==> config.mk <==
export PLATFORM = sky130hd
export DESIGN_NAME = xy_route_compute_unit_flat
export DESIGN_NICKNAME = d
export VERILOG_FILES = /design/src/rtl/xy_route_compute_unit_if.sv /design/src/rtl/xy_route_compute_unit.sv /design/src/flat_wrapper.sv
export SDC_FILE = /design/constraint.sdc
export NUM_CORES = 1
export LEC_CHECK = 0
export CAP_MARGIN = 40
export CORE_UTILIZATION = 61
export CTS_BUF_LIST = sky130_fd_sc_hd__clkbuf_16
export CTS_CLUSTER_DIAMETER = 120
export DETAILED_ROUTE_END_ITERATION = 16
export DONT_BUFFER_PORTS = 1
export GPL_TIMING_DRIVEN = 0
export PLACE_DENSITY = 0.76
export SKIP_CTS_REPAIR_TIMING = 1
export SLEW_MARGIN = 0
export SYNTH_ARGS = -nofsm -noshare
export SYNTH_HDL_FRONTEND = slang
export SYNTH_SLANG_ARGS = --single-unit
==> constraint.sdc <==
create_clock -name clk -period 3.4 [get_ports clk]
set_input_delay 0.34 -clock clk [delete_from_list [all_inputs] [get_ports clk]]
set_output_delay 0.34 -clock clk [all_outputs]
set_load 0.01 [all_outputs]
==> src/rtl/xy_route_compute_unit_if.sv <==
// Bundle between the input VC buffers (master) and the shared route unit (slave).
// Per-port decode counters exist only when RC_STATS_EN is defined.
interface xy_route_compute_unit_if #(
    parameter int VC            = 4,
    parameter int DATA_WIDTH    = 8,
    parameter int REQUEST_WIDTH = 3,
    parameter int STAT_WIDTH    = 16
);
    logic [VC-1:0]               decodeHeadFlit;
    logic [VC*DATA_WIDTH-1:0]    HeadFlit;
    logic                        route_yx;
    logic [VC*REQUEST_WIDTH-1:0] RequestMessage;
    logic [VC-1:0]               headFlitDecoded;
    logic [VC-1:0]               route_error;
`ifdef RC_STATS_EN
    logic [5*STAT_WIDTH-1:0]     port_count;
`endif

    modport master (
`ifdef RC_STATS_EN
        input  port_count,
`endif
        output decodeHeadFlit,
        output HeadFlit,
        output route_yx,
        input  RequestMessage,
        input  headFlitDecoded,
        input  route_error
    );

    modport slave (
`ifdef RC_STATS_EN
        output port_count,
`endif
        input  decodeHeadFlit,
        input  HeadFlit,
        input  route_yx,
        output RequestMessage,
        output headFlitDecoded,
        output route_error
    );
endinterface

==> src/rtl/xy_route_compute_unit.sv <==
// Multi-VC XY/YX route computation for one node of a DIM_X x DIM_Y mesh.
// One route unit is time-shared across the VCs by a round-robin arbiter.
// Optional feature macro: RC_STATS_EN (per-output-port decode counters).
//
// Per-VC FSM:
//   state | meaning
//   IDLE  | no request outstanding
//   PEND  | request seen, waiting for the shared route unit
//   DONE  | result registered, headFlitDecoded high until the request drops
module xy_route_compute_unit #(
    parameter int DIM_X         = 4,
    parameter int DIM_Y         = 4,
    parameter int INDEX         = 1,
    parameter int DATA_WIDTH    = 8,
    parameter int VC            = 4,
    parameter int REQUEST_WIDTH = 3,
    parameter int STAT_WIDTH    = 16
) (
    input logic                    clk,
    input logic                    rst,
    xy_route_compute_unit_if.slave bus
);
    localparam int XB = $clog2(DIM_X);
    localparam int YB = $clog2(DIM_Y);
    localparam int PW = (VC > 1) ? $clog2(VC) : 1;

    localparam logic [XB-1:0] NODE_X = XB'(INDEX % DIM_X);
    localparam logic [YB-1:0] NODE_Y = YB'(INDEX / DIM_X);

    localparam logic [REQUEST_WIDTH-1:0] PORT_LOCAL = REQUEST_WIDTH'(0);
    localparam logic [REQUEST_WIDTH-1:0] PORT_EAST  = REQUEST_WIDTH'(1);
    localparam logic [REQUEST_WIDTH-1:0] PORT_NORTH = REQUEST_WIDTH'(2);
    localparam logic [REQUEST_WIDTH-1:0] PORT_WEST  = REQUEST_WIDTH'(3);
    localparam logic [REQUEST_WIDTH-1:0] PORT_SOUTH = REQUEST_WIDTH'(4);

    typedef enum logic [1:0] {
        IDLE = 2'd0,
        PEND = 2'd1,
        DONE = 2'd2
    } vcState_t;

    vcState_t stateQ [VC];
    vcState_t stateD [VC];

    logic [VC-1:0]               reqVec;
    logic [VC-1:0]               eligible;
    logic [VC-1:0]               decodedVec;
    logic [VC-1:0]               grantVec;
    logic [PW-1:0]               ptrQ;
    logic [PW-1:0]               grantIdx;
    logic                        anyGrant;
    logic [DATA_WIDTH-1:0]       selFlit;
    logic [XB-1:0]               destX;
    logic [YB-1:0]               destY;
    logic                        outOfMesh;
    logic [REQUEST_WIDTH-1:0]    routeCode;
    logic [VC*REQUEST_WIDTH-1:0] reqMsgQ;
    logic [VC-1:0]               errQ;
    logic                        unusedFlitBits;

    assign reqVec = bus.decodeHeadFlit;

    // Per-VC state register.
    always_ff @(posedge clk or posedge rst) begin
        if (rst) begin
            for (int v = 0; v < VC; v++) stateQ[v] <= IDLE;
        end else begin
            for (int v = 0; v < VC; v++) stateQ[v] <= stateD[v];
        end
    end

    // Per-VC next state; a dropped request wins over a grant in the same cycle.
    always_comb begin
        for (int v = 0; v < VC; v++) begin
            stateD[v] = stateQ[v];
            case (stateQ[v])
                IDLE:    if (reqVec[v]) stateD[v] = PEND;
                PEND: begin
                    if (!reqVec[v])       stateD[v] = IDLE;
                    else if (grantVec[v]) stateD[v] = DONE;
                end
                DONE:    if (!reqVec[v]) stateD[v] = IDLE;
                default: stateD[v] = IDLE;
            endcase
        end
    end

    // Per-VC FSM outputs: arbitration eligibility and result-valid flag.
    always_comb begin
        eligible   = '0;
        decodedVec = '0;
        for (int v = 0; v < VC; v++) begin
            eligible[v]   = (stateQ[v] == PEND) && reqVec[v];
            decodedVec[v] = (stateQ[v] == DONE);
        end
    end

    // Round-robin pick: first eligible VC at or after the pointer.
    always_comb begin
        anyGrant = 1'b0;
        grantIdx = '0;
        grantVec = '0;
        for (int i = 0; i < VC; i++) begin
            if (!anyGrant && eligible[(int'(ptrQ) + i) % VC]) begin
                anyGrant = 1'b1;
                grantIdx = PW'((int'(ptrQ) + i) % VC);
            end
        end
        for (int k = 0; k < VC; k++) grantVec[k] = anyGrant && (int'(grantIdx) == k);
    end

    // Pointer moves just past the VC that was served.
    always_ff @(posedge clk or posedge rst) begin
        if (rst)           ptrQ <= '0;
        else if (anyGrant) ptrQ <= PW'((int'(grantIdx) + 1) % VC);
    end

    // Shared route unit working on the granted VC's head flit.
    always_comb begin
        selFlit   = bus.HeadFlit[int'(grantIdx)*DATA_WIDTH +: DATA_WIDTH];
        destY     = selFlit[0 +: YB];
        destX     = selFlit[YB +: XB];
        outOfMesh = ({1'b0, destX} >= (XB+1)'(DIM_X)) || ({1'b0, destY} >= (YB+1)'(DIM_Y));
        routeCode = PORT_LOCAL;
        if (!outOfMesh) begin
            if (bus.route_yx) begin
                if (destY != NODE_Y)      routeCode = (destY > NODE_Y) ? PORT_NORTH : PORT_SOUTH;
                else if (destX != NODE_X) routeCode = (destX > NODE_X) ? PORT_EAST : PORT_WEST;
            end else begin
                if (destX != NODE_X)      routeCode = (destX > NODE_X) ? PORT_EAST : PORT_WEST;
                else if (destY != NODE_Y) routeCode = (destY > NODE_Y) ? PORT_NORTH : PORT_SOUTH;
            end
        end
    end

    // Payload bits above the destination fields are not needed for routing.
    assign unusedFlitBits = ^selFlit;

    // Capture the result into the granted VC's slot; other slots hold.
    always_ff @(posedge clk or posedge rst) begin
        if (rst) begin
            reqMsgQ <= '0;
            errQ    <= '0;
        end else if (anyGrant) begin
            reqMsgQ[int'(grantIdx)*REQUEST_WIDTH +: REQUEST_WIDTH] <= routeCode;
            errQ[grantIdx]                                         <= outOfMesh;
        end
    end

    assign bus.RequestMessage  = reqMsgQ;
    assign bus.headFlitDecoded = decodedVec;
    assign bus.route_error     = errQ;

`ifdef RC_STATS_EN
    logic [STAT_WIDTH-1:0]   countQ [5];
    logic [5*STAT_WIDTH-1:0] portCount;

    // Saturating per-port grant counters; only reset clears them.
    always_ff @(posedge clk or posedge rst) begin
        if (rst) begin
            for (int p = 0; p < 5; p++) countQ[p] <= '0;
        end else if (anyGrant) begin
            for (int p = 0; p < 5; p++) begin
                if (routeCode == REQUEST_WIDTH'(p) && countQ[p] != '1)
                    countQ[p] <= countQ[p] + STAT_WIDTH'(1);
            end
        end
    end

    // Flatten counters onto the port_count bus.
    always_comb begin
        portCount = '0;
        for (int p = 0; p < 5; p++) portCount[p*STAT_WIDTH +: STAT_WIDTH] = countQ[p];
    end

    assign bus.port_count = portCount;
`endif
endmodule

==> src/flat_wrapper.sv <==
// flat-port wrapper written by rule: the top's interface ports become plain ports
module xy_route_compute_unit_flat 
#(
    parameter int DIM_X         = 4,
    parameter int DIM_Y         = 4,
    parameter int INDEX         = 1,
    parameter int DATA_WIDTH    = 8,
    parameter int VC            = 4,
    parameter int REQUEST_WIDTH = 3,
    parameter int STAT_WIDTH    = 16
)
  (clk, rst, bus_decodeHeadFlit, bus_HeadFlit, bus_route_yx, bus_RequestMessage, bus_headFlitDecoded, bus_route_error);
  xy_route_compute_unit_if #(.VC(VC), .DATA_WIDTH(DATA_WIDTH), .REQUEST_WIDTH(REQUEST_WIDTH), .STAT_WIDTH(STAT_WIDTH)) bus_i ();
  input logic clk;
  input logic rst;
  input wire logic [$bits(bus_i.decodeHeadFlit)-1:0] bus_decodeHeadFlit;
  input wire logic [$bits(bus_i.HeadFlit)-1:0] bus_HeadFlit;
  input wire logic [$bits(bus_i.route_yx)-1:0] bus_route_yx;
  output wire logic [$bits(bus_i.RequestMessage)-1:0] bus_RequestMessage;
  output wire logic [$bits(bus_i.headFlitDecoded)-1:0] bus_headFlitDecoded;
  output wire logic [$bits(bus_i.route_error)-1:0] bus_route_error;
  assign bus_i.decodeHeadFlit = bus_decodeHeadFlit;
  assign bus_i.HeadFlit = bus_HeadFlit;
  assign bus_i.route_yx = bus_route_yx;
  assign bus_RequestMessage = bus_i.RequestMessage;
  assign bus_headFlitDecoded = bus_i.headFlitDecoded;
  assign bus_route_error = bus_i.route_error;
  xy_route_compute_unit #(.DIM_X(DIM_X), .DIM_Y(DIM_Y), .INDEX(INDEX), .DATA_WIDTH(DATA_WIDTH), .VC(VC), .REQUEST_WIDTH(REQUEST_WIDTH), .STAT_WIDTH(STAT_WIDTH)) u_core (.clk(clk), .rst(rst), .bus(bus_i));
endmodule
== Yosys cells after proc, flatten, opt, wreduce, memory -nomap -nowiden ==
Cells that the tools add are included.

* Add/subtract/negate cells: 5
* $mul: 1
* Magnitude comparators: 8
* Equality and inequality tests: 24
* Shift-type cells: 3
* Mux-type cells: 49
* Bitwise gates (word level): 5
* Reductions and logical operators: 28

{| class="wikitable"
|+ Operators with widths
! kind !! count
|-
| two-way mux 2 bit || 21
|-
| negator 32 -> 33 bit || 1
|-
| variable shift 3 x 33 -> 12 bit (first input constant) || 1
|-
| variable part select 3 x 33 -> 12 bit || 1
|-
| variable part select 32 x 6 -> 4 bit || 1
|-
| case mux 2 bit (3 select lines) || 4
|-
| two-way mux 3 bit || 6
|-
| inequality test 2 bit (second input constant) || 8
|-
| bitwise mux 12 bit || 1
|-
| equality test 2 bit (second input constant) || 6
|-
| logical AND 1 bit || 12
|-
| less-than comparator 3 x 4 -> 1 bit (second input constant) || 3
|-
| two-way mux 1 bit || 12
|-
| inequality test 3 x 2 -> 1 bit (second input constant) || 4
|-
| AND reduction 3 bit || 4
|-
| equality test 2 x 1 -> 1 bit (second input constant) || 5
|-
| logical NOT 2 bit || 5
|-
| binary-select mux 1 bit (select 2 bit) || 4
|-
| less-than comparator 2 x 3 -> 1 bit (second input constant) || 2
|-
| OR reduction 2 bit || 3
|-
| adder 2 x 1 -> 2 bit (second input constant) || 2
|-
| adder 2 bit (second input constant) || 2
|-
| bitwise AND 4 bit || 1
|-
| greater-than comparator 2 x 1 -> 1 bit (second input constant) || 2
|-
| other kinds (8) || 12
|}

* Bits in registers: 26
* Bits of input ports: 39
* Output and inout bits: 20
* Logic and storage cells: 130

== Logic depth before layout (Yosys ltp) ==
Gate-level depths: netlist (run 1).

* Word-level depth: 22
* Mapped depth: 10
* Mapped depth without buffers: 9

== Least setup slack after synthesis (run 1) ==
OpenSTA, ideal clock, no wires.

* Path kind: register to register
* Start point: register u_core.stateQ[1] (netlist bit)
* End point: register u_core.reqMsgQ[1] (netlist: u_core.bus.RequestMessage[1])
* Library setup time: 83 ps
* Arrival time: 2539 ps
* Required time: 3317 ps
* Path slack: 778 ps
* Cell stages (with the launch flop): 8
* Buffers on the path: 1
* Clock period less this slack: 2622 ps
* Cells stage by stage: dfrtp_1 > and3b_1 > o21ai_1 > a221oi_4 > clkbuf_1 > ha_1 > or4b_2 > o21ai_0

* Cells in the longest elaborated chain, start to end: 22
* Elaborated cells on any way between the ends: 44
* Those cells by class: add/sub: 1; mul: 1; order compare: 2; eq/ne: 2; shift: 3; mux: 27; reduce/logical: 8

{| class="wikitable"
|+ Ends and longest elaborated chain
! what !! RTL line !! source
|-
| start, declared || xy_route_compute_unit.sv:42 || <nowiki>vcState_t stateQ [VC];</nowiki>
|-
| equality test 2 x 1 -> 1 bit (*) || xy_route_compute_unit.sv:93 || <nowiki>eligible[v] = (stateQ[v] == PEND) && reqVec[v];</nowiki>
|-
| logical AND 1 bit (*) || xy_route_compute_unit.sv:93 ||
|-
| parallel branches: the longest is 20 deep, another holds binary-select mux 1 bit (select 2 bit) || n/a ||
|-
| end signal, assigned by index || xy_route_compute_unit.sv:145 || <nowiki>reqMsgQ[int'(grantIdx)*REQUEST_WIDTH +: REQUEST_WIDTH] <= routeCode;</nowiki>
|-
| end, declared || xy_route_compute_unit.sv:57 || <nowiki>logic [VC*REQUEST_WIDTH-1:0] reqMsgQ;</nowiki>
|}

Every way passes the cells marked *. The select of a mux whose other input is x is not followed.
A chain may end at the register's enable or synchronous reset.

== Worst setup path in the final report (run 1) ==
Ends and elaborated chain as after synthesis.

==> run metrics, run 1 <==
setup TNS=0 ns; # rows=16; Crit. Startpoint=u_core.stateQ[1]; max frequency=0.340 GHz; Gate Count Post-Synth=124; Least-Margin Pin Slew=0.836 ns; Final Hold Fails=0; Placeable Area=1980 µm²; drt drc=0; Switch Pwr=0.000341 W; slowest stage delay, CP=0.66 ns; Synth area leader=dfrtp_1; Synth area leaders=dfrtp_1 (42%), ha_1 (6.7%), nand2_1 (4.0%); clock share of power=0.263; Tcrit/Tclk final=0.866; vias=978; crit path launch type=flip-flop; Buffers on Ports=0; Synth Flop Type=dfrtp_1; crit path cell chain=and3b_1, o21ai_1, a221oi_4, clkbuf_1, ha_1, or4b_2, o21ai_0; setup violators final=0; Max clock buf depth=2; ratio of cells with drive above 1 in the final layout=0.122; number of buffers created by CTS=3; Initial Util=0.660; drt via density=6.19; number of inserted diodes=0; pwr dens=669 nW/µm²; max_slew headroom=0.442; most frequent cells in the layout=dfrtp_1 (22), nand2_1 (14), nor2_1 (9); area of the mapped netlist=1310 µm²; Placed Area=1350 µm²; Int Pwr=0.000616 W; share of the synthesized area in the top cell type=0.421; I/O Pins=59; switching share of total power=0.356; Final min period=2.94 ns; Yosys reg bits=22; RSZ-0062 raised after global routing=false; CP max FO=12; number of flops mapped to enable cells by yosys=0; number of global-route vias before repair=892; sequential share of power=0.412; clock-pin slew on the worst setup and hold paths=0.06 ns; Clock Latency Late Sink=0.25 ns; CTS root buffer=clkbuf_16; Die Footprint=2330 µm²; Synth Warn #=0; Worst R2R Start=u_core.stateQ[1]; status=completed; GRT Resource Usage Total=0.247; WL/cell=16.9 µm; first-pass GRT wire length=3830 µm; Comb power frac=0.325; Detailed Route WL=2670 µm; largest net degree at the start of global routing=23; Lkg Pwr=0.657 nW; Post-Syn Area per Cell=10.5 µm²; H-tree Lvls=1; Max IR drop VDD=0.436 mV; WP data arrival=3.11 ns; initial antenna violation count=0; Final Max Tran Viols=0; Post-DRT Antenna Nets=0; P&R area growth vs syn=9.47%; Synth cell types=42; commonest non-fill, non-tap cell in the layout=dfrtp_1; register area share after synthesis=0.421; ys async rst share=1.00; Initial DRC Count=13; CP Capture Type=flip-flop; kind of critical path=reg -> reg; gr ovfl total=0; number of max-cap violations=0; placer congestion estimate=0.734; Worst Path Required=3.57 ns; Chip Width=48.3 µm; nets=178; Worst Hold Class=in -> async; CTS tree=built; HPWL Detailed=1910 µm; CP max-delay cell=or4b_2; Layout Skew=0.00234 ns; cell area after layout=1430 µm²; clk sinks=22; Die Span Y=48.3 µm; DR pass1 iterations=4
[worst max-delay path: cells and delay by family (launching register included)]
family | cells | cell delay [ns]
compound gates | 3 | 0.68
fa+ha+maj | 1 | 0.37
flops | 1 | 0.41
simple gates | 2 | 0.92
buf+inv | 1 | 0.48
[cell type report]
type | instances | area, µm²
clock buffer | 3 | 75.1
clock inverter | 1 | 3.75
tap | 27 | 33.8
multi-input combinational | 95 | 712
buffer | 7 | 45.0
inverter | 3 | 11.3
sequential | 22 | 551
fill | 136 | 551
[cells in the mapped netlist (2+ instances only)]
master and number:
ha_1 7, a2bb2oi_1 2, mux2_2 2, nor2b_1 4
a21boi_0 3, o21a_1 5, mux2i_1 3, clkbuf_1 2
inv_1 2, nand3b_1 4, and3b_1 6, buf_4 5
a21o_1 2, nor2_1 9, nand4bb_1 2, nand2_1 14
a22o_1 3, o21ai_0 4, dfrtp_1 22
[power groups by stage]
stage          clock network [W]  registers [W]  logic (W)
2_1_floorplan                  0       0.000380   0.000249
3_3_place_gp                   0       0.000393   0.000293
3_5_place_dp                   0       0.000397   0.000304
4_1_cts                 0.000251       0.000394   0.000309
5_1_grt                 0.000262       0.000404   0.000343
6_report                0.000252       0.000394   0.000311
[layer usage]
layer | GRT usage | up-vias | part of all wire
met2 | 0.408 | 41 | 0.48
li1 | - | 458 | -
met5 | 0 | - | 0
met4 | 0.106 | 0 | 0.017
met3 | 0.0370 | 7 | 0.057
met1 | 0.323 | 472 | 0.45
[sequential cells by signal (all words and copies together) (netlist names)]
register	count
u_core.bus.RequestMessage	8
u_core.ptrQ	2
u_core.bus.route_error	4
u_core.stateQ	8
[metrics by stage]
stage	total power [W]	setup WS, ns	utilization	cells	hold slack (ns)
finish	0.000958	0.456	0.722	158	0.141
global route	0.00101	0.270	0.722	158	0.204
CTS	0.000954	0.469	0.722	158	0.163
detailed placement	0.000701	0.501	0.682	154	0.440
global placement	0.000686	0.514	0.682	154	0.414
floorplan	0.000629	0.778	-	127	0.329
[kinds of logic after synthesis]
logic type      after synthesis  share of synthesized area
buf+inv                      10                     0.0431
mux                           6                     0.0574
flops                        22                      0.421
simple gates                 51                      0.239
other cells                   1                    0.00287
compound gates               27                      0.169
fa+ha+maj                     7                     0.0670
[path summary, 6_finish.rpt]
path	endpoint	slack (ns)	cells after the start
max	u_core.bus.RequestMessage[1]	0.46	7
min	u_core.bus.route_error[1]	0.14	1
max reg2reg	u_core.bus.RequestMessage[1]	0.46	7
min reg2reg	u_core.bus.RequestMessage[7]	0.56	2
max in group asynchronous	u_core.stateQ[1]	2.74	1
min in group clk	u_core.stateQ[1]	0.20	1
(Power assumes the default switching activity.)
==> run 2, diff against run 1 <==
- CORE_UTILIZATION: 61 -> 30
- PLACE_DENSITY: 0.76 -> 0.43
==> run metrics, run 2 (synthesis results as in run 1) <==
met3 Use GR=0.0383; Final Max Tran Viols=0; Least-Margin Pin Slew=0.592 ns; Max clock buf depth=2; overall power=0.000950 W; hold worst-path end=u_core.stateQ[7]; DR pass1 iterations=2; setup violators final=0; Reg2Reg Depth=7; number of max-cap violations=0; Placeable Area=4090 µm²; Tcrit/Tclk final=0.879; initial antenna violation count=0; largest net degree at the start of global routing=14; Initial DRC Count=13; Initial Util=0.320; met2 GRT Util=0.211; most frequent cells in the layout=dfrtp_1 (22), nand2_1 (14), nor2_1 (9); Lkg Pwr=0.669 nW; Worst Path Required=3.57 ns; CTS tree=built; Buffers on Ports=0; status=completed; worst reg-to-reg setup slack=0.41 ns; CP max FO=12; number of buffers created by CTS=3; number of inserted diodes=0; max frequency=0.335 GHz; Post-DRT Antenna Nets=0; pwr dens=640 nW/µm²; Worst R2R Start=u_core.stateQ[1]; Reg-to-Reg End=u_core.bus.RequestMessage[1]; WP data arrival=3.16 ns; utilization after layout=0.363; Placed Instances=178; drt drc=0; clock-pin slew on the worst setup and hold paths=0.06 ns; nets=180; commonest non-fill, non-tap cell in the layout=dfrtp_1; Die Footprint=4630 µm²; crit path launch type=flip-flop; hold depth=1; Worst Hold Class=in -> reg; Final min period=2.99 ns; GRT Resource Usage Total=0.138; Detailed Route WL=2880 µm; Clock Latency Late Sink=0.26 ns; number of global-route vias before repair=927; # rows=23; gr ovfl total=0; max_slew headroom=0.605; CTS root buffer=clkbuf_16; WL/cell=15.7 µm; vias=963; clk sinks=22; met1 Track Usage GR=0.177; Layout Skew=0.00470 ns; I/O Pins=59; RSZ-0062 raised after global routing=false; Die Span Y=68.0 µm; setup TNS=0 ns; non-filler cells, final=183; Placed Area=1400 µm²; P&R area growth vs syn=13.6%; busiest grt layer=met2; kind of critical path=reg -> reg; Final Hold Fails=0; CP Capture Type=flip-flop; first-pass GRT wire length=4540 µm; drt via density=5.26; HPWL Detailed=2210 µm; Chip Width=68.0 µm; HP Start=bus_decodeHeadFlit[0]; H-tree Lvls=1; cell area after layout=1490 µm²; Max IR drop VDD=0.235 mV; ratio of cells with drive above 1 in the final layout=0.128; placer congestion estimate=0.745
## run 2: how the worst max path moves through the flow
stage / from / to / cells after the start
5_1_grt: u_core.stateQ[1] / u_core.bus.RequestMessage[1] / 7
3_5_place_dp: u_core.stateQ[1] / u_core.bus.RequestMessage[1] / 7
4_1_cts: u_core.stateQ[1] / u_core.bus.RequestMessage[1] / 7
2_1_floorplan: u_core.stateQ[1] / u_core.bus.RequestMessage[1] / 7
3_3_place_gp: u_core.stateQ[1] / u_core.bus.RequestMessage[1] / 7
6_report: u_core.stateQ[1] / u_core.bus.RequestMessage[1] / 7
## run 2: power breakdown
| part | switching (W) | total [W] | internal [W] |
|---|---|---|---|
| registers | 0.0000725 | 0.000393 | 0.000321 |
| clock network | 0.0000899 | 0.000247 | 0.000157 |
| logic | 0.000169 | 0.000310 | 0.000141 |
| total | 0.000331 | 0.000950 | 0.000619 |
## run 2: final cells by class
type	instances	area (µm²)
plain buffers	7	45.0
clock buffers	3	75.1
clock inverters	1	3.75
fillers	425	2600
inverters	3	11.3
multi-input cells	95	712
flip-flops and latches	22	551
well taps	50	62.6
repair buffers	2	25.0
## run 2: worst max-delay path, stage by stage, from the launching register on
cell      delay (ns)
dfrtp_1         0.40
and3b_1         0.28
o21ai_1         0.12
a221oi_4        0.37
clkbuf_1        0.51
ha_1            0.38
or4b_2          0.67
o21ai_0         0.18
## run 2: metrics by stage
step	hold WS [ns]	setup WS, ns
floorplan	0.329	0.778
global placement	0.448	0.436
detailed placement	0.247	0.400
CTS	-0.0334	0.370
global route	0.189	0.154
finish	0.197	0.411
## run 2: per-layer routing
metal / vias up / share of wire
met4: 0 / 0.020
li1: 465 / -
met1: 472 / 0.45
met3: 5 / 0.060
met5: - / 0
met2: 21 / 0.46
